## config.mk

```make
export PLATFORM = sky130hd
export DESIGN_NAME = rca_64
export DESIGN_NICKNAME = d
export VERILOG_FILES = /design/src/rtl/rca_64.sv
export SDC_FILE = /design/constraint.sdc
export NUM_CORES = 1
export LEC_CHECK = 0
export ABC_CLOCK_PERIOD_IN_PS = 44500
export CAP_MARGIN = 30
export CORE_ASPECT_RATIO = 0.8
export CORE_UTILIZATION = 49
export CTS_CLUSTER_SIZE = 8
export DETAILED_ROUTE_END_ITERATION = 7
export PLACE_DENSITY = 0.91
export SLEW_MARGIN = 0
export SYNTH_ARGS = -nofsm -noshare
export SYNTH_HDL_FRONTEND = slang
export SYNTH_SLANG_ARGS = --single-unit
```

## constraint.sdc

```tcl
create_clock -name clock -period 44.5 [get_ports clock]
set_input_delay 11.125 -clock clock [delete_from_list [all_inputs] [get_ports clock]]
set_output_delay 11.125 -clock clock [all_outputs]
set_load 0.02 [all_outputs]
```

## src/rtl/rca_64.sv

```systemverilog
// rtl/rca_64.sv - two-stage pipelined 64-bit ripple-carry adder (optional ovf output via RCA_64_OVF_EN)

module rca_64_fa (
    input  logic a_i,
    input  logic b_i,
    input  logic c_i,
    output logic s_o,
    output logic co_o
);
    logic p;

    assign p    = a_i ^ b_i;
    assign s_o  = p ^ c_i;
    assign co_o = (a_i & b_i) | (c_i & p);
endmodule

module rca_64 (
    output logic [63:0] sum,
    output logic        crout,
    input  logic [63:0] op1,
    input  logic [63:0] op2,
    input  logic        clock,
    input  logic        reset
`ifdef RCA_64_OVF_EN
    ,
    output logic        ovf
`endif
);
    logic [63:0] a_q, b_q;
    logic [63:0] sum_q, sum_d;
    logic        crout_q, crout_d;
    logic [64:0] carry;

    assign carry[0] = 1'b0;

    // Bit i's carry-out feeds bit i+1; the full chain settles within stage 2.
    for (genvar i = 0; i < 64; i++) begin : g_cell
        rca_64_fa u_fa (
            .a_i  (a_q[i]),
            .b_i  (b_q[i]),
            .c_i  (carry[i]),
            .s_o  (sum_d[i]),
            .co_o (carry[i+1])
        );
    end

    assign crout_d = carry[64];

    always_ff @(posedge clock or posedge reset) begin
        if (reset) begin
            a_q     <= '0;
            b_q     <= '0;
            sum_q   <= '0;
            crout_q <= 1'b0;
        end else begin
            a_q     <= op1;
            b_q     <= op2;
            sum_q   <= sum_d;
            crout_q <= crout_d;
        end
    end

    assign sum   = sum_q;
    assign crout = crout_q;

`ifdef RCA_64_OVF_EN
    logic ovf_q, ovf_d;

    // Signed overflow: like-signed operands producing a result of the other sign.
    assign ovf_d = (a_q[63] == b_q[63]) && (sum_d[63] != a_q[63]);

    always_ff @(posedge clock or posedge reset) begin
        if (reset) ovf_q <= 1'b0;
        else       ovf_q <= ovf_d;
    end

    assign ovf = ovf_q;
`endif
endmodule

```

Word-level counts from Yosys, hierarchy flattened
Cells that the tools add are included.
{"block": "classes", "bitwise_logic": 317}
{"operator": "AND 1 bit", "count": 127}
{"operator": "XOR 1 bit", "count": 127}
{"operator": "OR 1 bit", "count": 63}
{"block": "totals", "regBits": 193, "in_bits": 130, "output_inout_bits": 65, "elab_cells": 321}

Longest topological paths before layout
{"block": "logic_depth", "word_depth": 127, "mapped_depth": 68, "ltp_nobuf": 68}

Hierarchy
Synthesis repeated with hierarchy kept, for this count alone.
{"block": "hier_totals", "cells_unflattened": 259, "hier_area_um2": 6118.4}
{"module": "rca_64", "n_inst": 1, "cells_each": 195, "area_per_inst_um2": 4837.1, "seq_area_each_um2": 4829.6}
{"module": "rca_64_fa", "n_inst": 64, "cells_each": 1, "area_per_inst_um2": 20.0, "seq_area_each_um2": 0.0}

Worst setup path after synthesis
No wires, ideal clock.
{"block": "synth_timing", "kind": "register to register", "from": "reg b_q[0]", "to": "reg sum_q[63] (netlist: sum[63])", "setup_ps": 64, "arrival_ps": 26087, "t_required_ps": 44436, "path_slack_ps": 18349, "path_stages_with_launch": 69, "path_buffers": 0, "period_less_slack_ps": 26151, "cell_sequence": "dfrtp_1 ha_1 fa_1 fa_1 fa_1 fa_1 fa_1 fa_1 fa_1 fa_1 inv_1 fa_1 inv_1 fa_1 fa_1 fa_1 fa_1 fa_1 (+33 left out) fa_1 fa_1 fa_1 fa_1 fa_1 fa_1 fa_1 fa_1 fa_1 fa_1 fa_1 fa_1 fa_1 fa_1 fa_1 inv_1 fa_1 inv_1"}
{"block": "synth_via", "elab_chain_cells": 126}
{"item": "from (decl)", "line_no": "29", "source": "logic [63:0] a_q, b_q;"}
{"item": "from (signal assigned)", "line_no": "57", "source": "b_q <= op2;"}
{"item": "AND 1 bit (2 in a row)", "line_no": "14", "source": "assign co_o = (a_i & b_i) | (c_i & p);"}
{"item": "OR 1 bit", "line_no": "14"}
{"item": "AND 1 bit", "line_no": "14"}
{"item": "OR 1 bit", "line_no": "14"}
{"item": "AND 1 bit", "line_no": "14"}
{"item": "OR 1 bit", "line_no": "14"}
{"item": "AND 1 bit", "line_no": "14"}
{"item": "OR 1 bit", "line_no": "14"}
{"item": "(+110 left out)"}
{"item": "AND 1 bit", "line_no": "14"}
{"item": "OR 1 bit", "line_no": "14"}
{"item": "AND 1 bit", "line_no": "14"}
{"item": "OR 1 bit", "line_no": "14"}
{"item": "AND 1 bit", "line_no": "14"}
{"item": "OR 1 bit", "line_no": "14"}
{"item": "XOR 1 bit", "line_no": "13", "source": "assign s_o = p ^ c_i;"}
{"item": "named net g_cell[63].u_fa.s_o", "line_no": "7", "source": "output logic s_o,"}
{"item": "to (signal assigned)", "line_no": "58", "source": "sum_q <= sum_d;"}
{"item": "to (decl)", "line_no": "30", "source": "logic [63:0] sum_q, sum_d;"}
The timed path passes the listed nets, and every way through them passes these cells.

Final worst setup path
Ends and elaborated chain as after synthesis.

==> flow_summary.toml <==
[drt]
vias = 2878
drt-pass1-iter-count = 4
drt_iter0_drc = 68
viasPerCell = 4.321
route.detailed.drc = 0
wl_per_cell_um = 16.20
drtAntennaViolNets = 0
postRouteWirelength_mm = 10.79

[job]
max_cap_violations = 0

[setup_path]
worst_ep_arrival_time_ps = 27680
cp-start-kind = "register"
critPathSlowestCell = "fa_1"
reg2reg_to = "sum[63]"
rrSetupSlack_ps = 17190
cp_max_fo = 1
critPathKind = "reg -> reg"
crit_start = "b_q[0]"
cpPeakStageDelay_ps = 480
end_kind = "register"
reg2reg_from = "b_q[0]"
cp.required_ps = 44860
rr_worst_depth = 68
critPathMostFrequentCell = "fa_1"

[synth]
synth_top_area_share_pct = 78.60
ys_types = 4
syn_inst = 268
yosysTopAreaCell = "dfrtp_1"
syn_area_per_cell_um2 = 22.93
seq_area_frac_synth_pct = 78.60
synthTopCellsByArea = "dfrtp_1 79%, fa_1 21%, inv_1 0.67%"
netlist_area_mm2 = 0.006145
synth_warnings = 0
synth_nets = 462
ys_seq_elements = 193

[sta]
setup_viol = 0
finClkSkew_ps = 10.90
fmax_ghz = 0.03661
maxSlewHeadroom_pct = 54.98
maxSlewViolCount = 0
period_minus_slack_ps = 27310
tightestPinTransition_ps = 675.3
setup_ws_ps = 17190
tns_ps = 0
finalHoldViolCount = 0
finalCritPeriodShare_pct = 61.38
rsz0062_at_grt = "false"

[hold_path]
min_path_type = "reg -> reg"
hold_end = "sum[0]"
min_from = "a_q[0]"
whs_path_depth = 1

[die]
ios = 195
rows = 36
die_w_um = 127.2
initial_core_util_pct = 50.34
die_height_um = 102.2
die-area_mm2 = 0.01299
coreArea_mm2 = 0.01221

[power]
p_sw_uw = 99.95
powerDensity_mw_per_mm2 = 47.53
pwr-share-clk_pct = 36.9
intPower_uw = 326.0
cellLeakagePower_uw = 0.003853
switching_share_pct = 23.46
power_frac_seq_pct = 46.9
pwr-share-comb_pct = 16.2
total_power_uw = 426.0
vdd_drop_max_v = 0.00002948

[global_route]
grt_usage_pct = 18.60
grt_first_pass_wirelength_mm = 17.04
antenna_found_initial = 0
overflow = 0
grt_max_degree = 108
grt_pass1_vias = 3314

[clock_network]
tritoncts = "built"
root_buffer = "clkbuf_16"
cts_made_buffers = 17
postCtsSetupBuffers = 0
cts_sinks = 193
clockBufferDepth = 2
clk_latency_ps = 420
ctsResizeCount = 0
htreeDepth = 4
hold_buffers = 0
path_clk_slew_ps = 60

[cells_and_area]
nets = 677
final_cell_mix = "194 x clkdlybuf4s50_1, 193 x dfrtp_1, 63 x fa_1"
drive_gt1_share_pct = 6.465
area_delta_synth_final_pct = 45.86
final_common_cell = "clkdlybuf4s50_1"
diodes = 0
layout.cells.non_filler = 666
fillers = 722
fin_area_mm2 = 0.008962

[placed_design]
dpl-instance-area_mm2 = 0.008315
gp_congestion = 0.7226
port_buffers = 194
dp_slack_ps = 17050
dp.cells = 634
place_hpwl_mm = 7.843

[status]
status = "complete, no violations"
[cell type report]
class                   instances  area [um^2]  share of cell area [%]
well taps                     171        214.0                   2.387
inverters                      11        48.80                  0.5445
clock buffers                  21        460.4                   5.138
repair buffers                196         1977                   22.06
flip-flops and latches        193         4830                   53.89
multi-input cells              64         1274                   14.21
clock inverters                10        158.9                   1.773
[flip-flops by register name (all words and copies together), names as in the netlist]
signal  count
b_q        64
crout       1
a_q        64
sum        64
[power groups by stage]
stage	combinational (uW)	sequential (uW)	clock [uW]
final	69.1	200	157
after global routing	75.0	202	168
after CTS	70.3	200	161
after detailed placement	69.7	203	0
after global placement	67.2	203	0
after floorplan	12.2	218	0
[cell usage after synthesis, drive strengths merged]
library cell and count:
dfrtp 193, inv 11, ha 1, fa 63
[per-stage QoR]
step / hold WS (ps) / util (%)
after floorplan: 443.0 / -
after global placement: 459.6 / 68.12
after detailed placement: 455.3 / 68.12
after CTS: 469.8 / 73.20
after global routing: 487.4 / 73.42
final: 468.4 / 73.42
[metal layers]
layer / up-vias / track usage (%) / share of wire (%)
met5: - / 0 / 0
met4: 0 / 9.799 / 2.1
met2: 119 / 31.87 / 55
li1: 1237 / - / -
met3: 22 / 6.597 / 6.7
met1: 1500 / 20.92 / 36
[worst max path at each step]
stage          endpoint  depth (start not counted)
6_report        sum[63]                         68
4_1_cts         sum[63]                         68
5_1_grt         sum[63]                         68
3_5_place_dp    sum[63]                         68
2_1_floorplan   sum[63]                         68
3_3_place_gp    sum[63]                         68
[critical path: cells and delay by family (launching register included)]
kind                       cells  cell delay [ps]
buffers and inverters          4              330
DFF                            1              370
adders and majority gates     64            26550
[kinds of logic after synthesis]
logic type	synth area share [%]
buf+inv	0.6720
flops	78.60
fa+ha+maj	20.73
Note: power is estimated with default switching activity, not from simulation.
